==> config.mk <==
export PLATFORM = sky130hd
export DESIGN_NAME = sinh_stage_arbiter
export DESIGN_NICKNAME = d
export VERILOG_FILES = /design/src/rtl/sinh_stage_arbiter.sv
export SDC_FILE = /design/constraint.sdc
export NUM_CORES = 1
export LEC_CHECK = 0
export ABC_CLOCK_PERIOD_IN_PS = 2470
export BUFFER_PORTS_ARGS = -buffer_cell sky130_fd_sc_hd__buf_2
export CELL_PAD_IN_SITES_DETAIL_PLACEMENT = 0
export CELL_PAD_IN_SITES_GLOBAL_PLACEMENT = 1
export CORE_MARGIN = 2
export CORE_UTILIZATION = 35
export CTS_CLUSTER_DIAMETER = 60
export DETAILED_ROUTE_END_ITERATION = 8
export PLACE_DENSITY_LB_ADDON = 0.12
export SLEW_MARGIN = 0
export SYNTH_ARGS = -nofsm -noshare
export SYNTH_HDL_FRONTEND = slang
export SYNTH_SLANG_ARGS = --single-unit
==> constraint.sdc <==
create_clock -name clk -period 2.47 [get_ports clk]
set_input_delay 0.6175 -clock clk [delete_from_list [all_inputs] [get_ports clk]]
set_output_delay 0.6175 -clock clk [all_outputs]
set_load 0.05 [all_outputs]
==> src/rtl/sinh_stage_arbiter.sv <==
// Round-robin arbiter sharing one stage-2 sinh shift-add unit among NREQ requesters.
// Latency: grant cycle, one EXEC cycle, then the result is held in HOLD; accepts are at least 3 cycles apart.
// Backpressure: HOLD persists while out_ready=0 and no req_ready is raised until the result pops.
module sinh_stage_arbiter #(
    parameter int DWIDTH = 16,
    parameter int NREQ   = 4,
    parameter int IDW    = $clog2(NREQ)
) (
    input  logic                   clk,
    input  logic                   rstn,
    input  logic [NREQ-1:0]        req_valid,
    output logic [NREQ-1:0]        req_ready,
    input  logic [NREQ*DWIDTH-1:0] req_data,
    input  logic [NREQ-1:0]        req_scomp,
    output logic                   out_valid,
    input  logic                   out_ready,
    output logic [DWIDTH-1:0]      out_data,
    output logic [IDW-1:0]         out_id,
    output logic                   busy,
    output logic [15:0]            done_cnt
);

    typedef enum logic [1:0] {
        IDLE = 2'd0,
        EXEC = 2'd1,
        HOLD = 2'd2
    } state_t;

    typedef struct packed {
        logic [DWIDTH-1:0] op;
        logic              sc;
        logic [IDW-1:0]    id;
    } slot_t;

    state_t                    state, state_nxt;
    slot_t                     slot;
    logic [IDW-1:0]            rr_ptr;
    logic [IDW-1:0]            gnt_id;
    logic                      gnt_any;
    logic                      accept;
    int                        idx;
    logic signed [DWIDTH-1:0]  unit_x, unit_sum;
    logic [DWIDTH-1:0]         unit_out;

    // Rotating-priority search: first valid index at or after rr_ptr.
    always_comb begin
        gnt_any = 1'b0;
        gnt_id  = '0;
        idx     = 0;
        for (int k = 0; k < NREQ; k++) begin
            idx = int'(rr_ptr) + k;
            if (idx >= NREQ) idx = idx - NREQ;
            if (!gnt_any && req_valid[idx]) begin
                gnt_any = 1'b1;
                gnt_id  = IDW'(idx);
            end
        end
    end

    assign accept = (state == IDLE) && gnt_any;

    always_comb begin
        req_ready = '0;
        if (accept && rstn) req_ready[gnt_id] = 1'b1;
    end

    always_comb begin
        state_nxt = state;
        case (state)
            IDLE:    if (gnt_any) state_nxt = EXEC;
            EXEC:    state_nxt = HOLD;
            HOLD:    if (out_ready) state_nxt = IDLE;
            default: state_nxt = IDLE;
        endcase
    end

    always_ff @(posedge clk) begin
        if (!rstn) state <= IDLE;
        else       state <= state_nxt;
    end

    // Shared s2sinh unit; sums wrap at DWIDTH bits by construction.
    always_comb begin
        unit_x   = $signed(slot.op);
        unit_sum = '0;
        unit_out = '0;
        if (slot.sc) begin
            unit_sum = unit_x + (unit_x >>> 4);
            unit_out = unit_sum >>> 9;
        end else begin
            unit_sum = unit_x + (unit_x >>> 9);
            unit_out = unit_sum >>> 3;
        end
    end

    always_ff @(posedge clk) begin
        if (!rstn) begin
            slot      <= '0;
            rr_ptr    <= '0;
            out_valid <= 1'b0;
            out_data  <= '0;
            out_id    <= '0;
            busy      <= 1'b0;
            done_cnt  <= '0;
        end else begin
            busy      <= (state_nxt != IDLE);
            out_valid <= (state_nxt == HOLD);
            if (accept) begin
                slot   <= '{op: req_data[gnt_id*DWIDTH +: DWIDTH], sc: req_scomp[gnt_id], id: gnt_id};
                rr_ptr <= (gnt_id == IDW'(NREQ - 1)) ? '0 : gnt_id + 1'b1;
            end
            if (state == EXEC) begin
                out_data <= unit_out;
                out_id   <= slot.id;
            end
            if (state == HOLD && out_ready) done_cnt <= done_cnt + 16'd1;
        end
    end

endmodule

=== Word level (Yosys, flattened, before mapping) ===
Index checks and enable logic that the tools add are counted.

* Memories kept: 0
* Output and inout port bits: 40
* Latch bits: 0
* Word-level logic and storage cells: 82
* Memory bits (writable): 0
* ROM bits: 0
* Register bits: 59

* Multiply operators: 0
* Add/sub/neg operators: 11
* Multiplexer cells: 34
* Shift operators: 1
* Bitwise logic cells: 0
* Eq/ne operators: 4
* $lt $le $gt $ge: 10
* Div/mod/pow operators: 0
* Reductions and logical operators: 12

{| class="wikitable"
|+ Operators with widths
! cell !! count
|-
| < comparator 32 x 4 -> 1 bit, second input constant || 4
|-
| 2-to-1 mux 32 bit || 4
|-
| variable part select 64 x 7 -> 16 bit || 1
|-
| adder 16 x 1 -> 16 bit, second input constant || 1
|-
| adder 16 x 12 -> 16 bit || 1
|-
| adder 16 x 7 -> 16 bit || 1
|-
| 2-to-1 mux 16 bit || 1
|-
| 2-to-1 mux 1 bit || 14
|-
| 2-to-1 mux 2 bit || 7
|-
| subtractor 3 x 3 -> 4 bit, second input constant || 3
|-
| binary-select mux 1 bit (select 2 bit) || 5
|-
| greater-or-equal comparator 3 bit, second input constant || 3
|-
| logical AND 1 bit || 7
|-
| adder 2 x 2 -> 3 bit, second input constant || 2
|-
| == test 2 bit, second input constant || 3
|-
| one-hot mux 2 bit (3 select lines) || 1
|-
| 2-to-1 mux 4 bit || 1
|-
| subtractor 2 x 3 -> 4 bit, second input constant || 1
|-
| adder 2 x 1 -> 3 bit, second input constant || 1
|-
| greater-or-equal comparator 2 x 3 -> 1 bit, second input constant || 1
|-
| logical NOT 1 bit || 3
|-
| < comparator 2 x 3 -> 1 bit, second input constant || 1
|-
| adder 2 x 1 -> 2 bit, second input constant || 1
|-
| demux 1 bit (select 2 bit) || 1
|-
| 4 further kinds || 4
|}

=== Depth between registers and ports, before layout ===
* Depth after elaboration: 20
* Gate-level depth with buffers: 8

=== Worst setup path before layout ===
OpenSTA, ideal clock, no wires.

* Path type: input to output
* Start: in req_valid[2]
* End: out req_ready[1]
* Required time: 1.852 ns
* Cell stages on the path: 6
* Setup slack: -0.171 ns
* Data arrival time: 2.023 ns
* Path through: inv_1 o22ai_1 a211oi_4 buf_6 ha_1 and3_1

* Word-level cells in the longest chain between the ends: 18

{| class="wikitable"
|+ RTL lines
! element !! line !! RTL
|-
| start, declared || 11 || <nowiki>input logic [NREQ-1:0] req_valid,</nowiki>
|-
| binary-select mux 1 bit (select 2 bit) || 53 || <nowiki>if (!gnt_any && req_valid[idx]) begin</nowiki>
|-
| 2-to-1 mux 1 bit (implied by the code) (2 in series) || 53 ||
|-
| 2-to-1 mux 1 bit || 53 ||
|-
| logical NOT 1 bit || 53 ||
|-
| logical AND 1 bit || 53 ||
|-
| 2-to-1 mux 1 bit || 53 ||
|-
| logical NOT 1 bit || 53 ||
|-
| logical AND 1 bit || 53 ||
|-
| (+2 left out) || n/a ||
|-
| logical AND 1 bit || 53 ||
|-
| 2-to-1 mux 2 bit * || 53 ||
|-
| via gnt_id[0] || 38 || <nowiki>logic [IDW-1:0] gnt_id;</nowiki>
|-
| < comparator 2 x 3 -> 1 bit (implied by the code) / greater-or-equal comparator 2 x 1 -> 1 bit (equally long branches) || 64 || <nowiki>if (accept && rstn) req_ready[gnt_id] = 1'b1;</nowiki>
|-
| logical AND 1 bit (implied by the code) || 64 ||
|-
| 2-to-1 mux 1 bit (implied by the code) || 64 ||
|-
| demux 1 bit (select 2 bit) * || 64 ||
|-
| 2-to-1 mux 4 bit * || 64 ||
|-
| end, declared || 12 || <nowiki>output logic [NREQ-1:0] req_ready,</nowiki>
|}

Mark *: on every way through the listed nets, which the timed path passes. The rest lies on a longest branch. The select of a mux whose other input is x is not followed.

=== Worst setup path after layout ===
* Start: in req_valid[1]
* End: out req_ready[0]

* Word-level cells in the longest chain between the ends: 18

{| class="wikitable"
|+ RTL lines
! element !! line
|-
| binary-select mux 1 bit (select 2 bit) || 53
|-
| 2-to-1 mux 1 bit (implied by the code) (2 in series) || 53
|-
| 2-to-1 mux 1 bit || 53
|-
| logical NOT 1 bit || 53
|-
| logical AND 1 bit || 53
|-
| 2-to-1 mux 1 bit || 53
|-
| logical NOT 1 bit || 53
|-
| logical AND 1 bit || 53
|-
| 2-to-1 mux 1 bit || 53
|-
| logical NOT 1 bit || 53
|-
| logical AND 1 bit || 53
|-
| 2-to-1 mux 2 bit || 53
|-
| < comparator 2 x 3 -> 1 bit (implied by the code) / greater-or-equal comparator 2 x 1 -> 1 bit (equally long branches) || 64
|-
| logical AND 1 bit (implied by the code) || 64
|-
| 2-to-1 mux 1 bit (implied by the code) || 64
|-
| demux 1 bit (select 2 bit) || 64
|-
| 2-to-1 mux 4 bit * || 64
|}

Every way passes the cells marked *; elsewhere a longest branch is shown, timed or not. The select of a mux whose other input is x is not followed.

==> results.md <==
- H-tree Lvls: 2
- Placed insts: between 600 and 700
- Core area: about 11000 um^2
- Area Overhead vs Synth: 27.6%
- Worst-margin pin slew: roughly 0.48 ns
- Clk pin slew, worst setup/hold paths: 0.11 ns
- Slew Viols, Final: 0
- CP Max Fanout: 5
- Unrepaired setup endpoints after global routing: yes
- Layout Skew: between 0.015 and 0.02 ns
- Layout cell share with drive strength beyond 1: around a third
- Post-synth top flop: dfxtp_1
- CTS root buffer: clkbuf_8
- Antenna cell count: 0
- Hold Fails Final Rpt: 0
- Total gr overflow: 0
- Nets: 669
- Slew headroom: 68.0%
- Number of flops mapped to enable cells by yosys: 0
- Setup CP Type: input pin to primary output
- DRT iter0 DRCs: roughly 180
- 1st-pass router iterations: 4
- Synth warn: 0
- Vias in the first global route: ~3500
- #FFs+latches synth: 56
- Mean number of vias per cell: 5.16
- Worst path arrival time: 1.83 ns
- Via count: 3644
- Post-synthesis sequential area ratio: 28.9%
- Placement Setup Slack: -0.118 ns
- Routability cong.: 0.824
- Post-route cell area: a little under 5000 um^2
- Num CTS Buffers: 5
- Drt total wl: 10.2 mm
- Crit-path most repeated cell: buf_4
- Final Cycle Share: a little over nine tenths
- Top-Level Pins: roughly 120
- WP data required: 1.85 ns
- Largest net degree at the start of global routing: 27
- Crit path buf inv count: 5
- Die height: 109 um
- Post-route ant nets: 0
- Max incr delay on CP: 0.16 ns
- Final Critical Period: 2.45 ns
- Worst setup EP type: primary output
- Fmax: 409 MHz
- Top Family by Delay on Critical Path: buffers and inverters
- Hold crit path type: flop to flop
- Hold_buf cts: 0
- CTS Buffer Depth: 2
- Syn_area_per_cell: 8.78 um^2
- Maximum VDD drop: around 0.00028 V
- Max cap viols: 0
- Cell count after synthesis: 441
- Synth async-reset ratio: 0%
- Die area: 11900 um^2
- Setup crit start kind: input pin
- PwrDens: approximately 630 nW/um^2
- Syn nets: 545
- P_leak: 2.48 nW
- DP HPWL: 8.04 mm
- Worst skew pair latency: approximately 0.32 ns
- Die W: 109 um
- Initial antenna violation count: 0
- Crit path cell chain: buf_4 > buf_6 > buf_4 > nor2b_2 > o22ai_4 > buf_4 > ha_4 > and3_4 > buf_8
- Routed WL per cell: 14.5 um
- CTS tree: built
- CP max stage cell: and3_4
- Status: complete, no violations
- Final setup violation count: 0
- FP Rows: 38
- Clock Sinks: 56
- Starting Density: 35.7%
- PortBufs: between 100 and 150
- Post-Layout Cell Count: 706
- Unique cell type count in the Yosys netlist: 67
- Mapped Area: 3870 um^2
- Area after DPL: 4670 um^2
- Final WS setup: 0.0248 ns
- First-pass GRT wire length: between 15 and 20 mm
- All-layer global routing usage: approximately 17%
- Drt drc: 0
==> power breakdown <==
part / total [mW] / internal (mW) / switching [mW]
Sequential: 1.14 / 1.02 / 0.125
Clock: 0.543 / 0.209 / 0.334
Combinational: 1.45 / 0.597 / 0.854
==> logic make-up (layout without fill, tap and decap cells) <==
kind of cell             after synthesis  after routing  synth area share, %
AO/OA/AOI/OAI                        133            133                 24.0
AND/OR/NAND/NOR                      125            125                 17.8
flip-flops                            56             56                 28.9
multiplexers                          39             39                 10.1
buffers and inverters                 35            160                 4.39
adder cells (fa/ha/maj)               29             29                 9.37
XOR/XNOR                              24             24                 5.43
==> cells in the final DEF (no fill, tap or decap), drive strengths merged, types with 4 or more instances in the layout <==
| cell | n |
|---|---|
| nand4 | 9 |
| o2bb2ai | 5 |
| a21o | 19 |
| o211a | 4 |
| nor3 | 4 |
| xor2 | 8 |
| inv | 12 |
| or3 | 4 |
| nand2 | 37 |
| ha | 29 |
| nand2b | 5 |
| and3 | 9 |
| nor2 | 13 |
| o22ai | 15 |
| mux2i | 38 |
| o21a | 5 |
| a31oi | 7 |
| nor2b | 7 |
| dfxtp | 56 |
| clkbuf | 5 |
| xnor2 | 16 |
| buf | 141 |
| a21oi | 20 |
| a211oi | 5 |
| nand3 | 10 |
| o21ai | 29 |
| and2 | 17 |
| a21boi | 6 |
==> metrics by stage <==
stage	TNS (ns)	total power, mW	util, %	hold WS [ns]
after detailed placement	-0.329	2.55	43.1	0.460
after global routing	-0.0352	3.34	45.6	0.509
after global placement	-0.138	2.54	43.1	0.448
after floorplan	-0.0192	2.16	-	0.441
after CTS	0	3.11	44.3	0.474
final	0	3.13	45.6	0.468
==> worst reg2reg max path: stages, from the launching register on <==
cell and delay (ns):
dfxtp_1 0.60, ha_1 0.39, a211oi_1 0.41, a31oi_2 0.19, a31oi_1 0.32, or4_1 0.16, o211ai_1 0.08
==> per-layer routing <==
| layer | GRT usage, % | wire (um) | up-vias |
|---|---|---|---|
| met5 | 0 | 0 | - |
| met4 | 3.62 | 120 | 0 |
| met3 | 2.51 | 489 | 10 |
| met2 | 30.6 | 4790 | 107 |
| met1 | 22.6 | 4820 | 1657 |
| li1 | - | - | 1870 |
==> final cells by class <==
class / count / area (um^2)
multi-input combinational: 350 / 2670
fill: 1057 / 5900
clock buffer: 5 / 68.8
tap: 140 / 175
inverter: 11 / 48.8
timing repair buffer: 141 / 831
sequential: 56 / 1120
clock inverter: 3 / 27.5
==> final timing paths <==
kind	startpoint	endpoint	slack, ns	depth (start not counted)
setup / recovery	req_valid[1]	req_ready[0]	0.02	9
hold / removal	out_data[6]	out_data[6]	0.47	2
setup reg to reg	unit_x[15]	out_data[8]	0.20	6
hold reg to reg	out_data[6]	out_data[6]	0.47	2
==> cell usage after synthesis, types with 2 or more instances <==
library cell	n	area [um^2]
nor2b_1	6	37.5
a41oi_1	2	17.5
o21ai_1	11	55.1
nor2_1	12	45.0
or3_1	4	25.0
and3_1	9	56.3
or2_1	2	12.5
buf_6	2	22.5
nor3_1	3	15.0
a21boi_1	4	30.0
nor3b_1	2	15.0
buf_2	7	35.0
o2bb2ai_1	5	43.8
a21o_1	19	143
o211a_1	3	30.0
a21oi_1	19	95.1
and2_1	16	100
ha_1	29	363
a211oi_1	4	30.0
a21boi_0	2	15.0
a22oi_1	3	22.5
mux2i_1	38	380
a31oi_1	6	37.5
o22ai_1	15	93.8
o21ai_0	18	90.1
o21a_1	5	37.5
nand4_1	8	50.1
o31ai_1	2	15.0
clkbuf_1	11	41.3
xor2_1	8	70.1
dfxtp_1	56	1120
xnor2_1	16	140
buf_4	4	30.0
nand2_1	36	135
nand3_1	10	50.1
inv_1	10	37.5
nand2b_1	4	25.0
==> what timing repair did <==
item	in CTS	in global routing
endpoints found under the setup margin	4	4
pin swaps	1	5
resized for setup	10	28
buffers inserted	1	6
==> registers in the layout (all words and copies together), names as in the netlist <==
signal and cells:
out_valid 1, out_data 13, busy 1, out_id 2, state 2, unit_x 16
rr_ptr 2, done_cnt 16, slot 3
No activity file was read; power rests on OpenSTA's default activity.
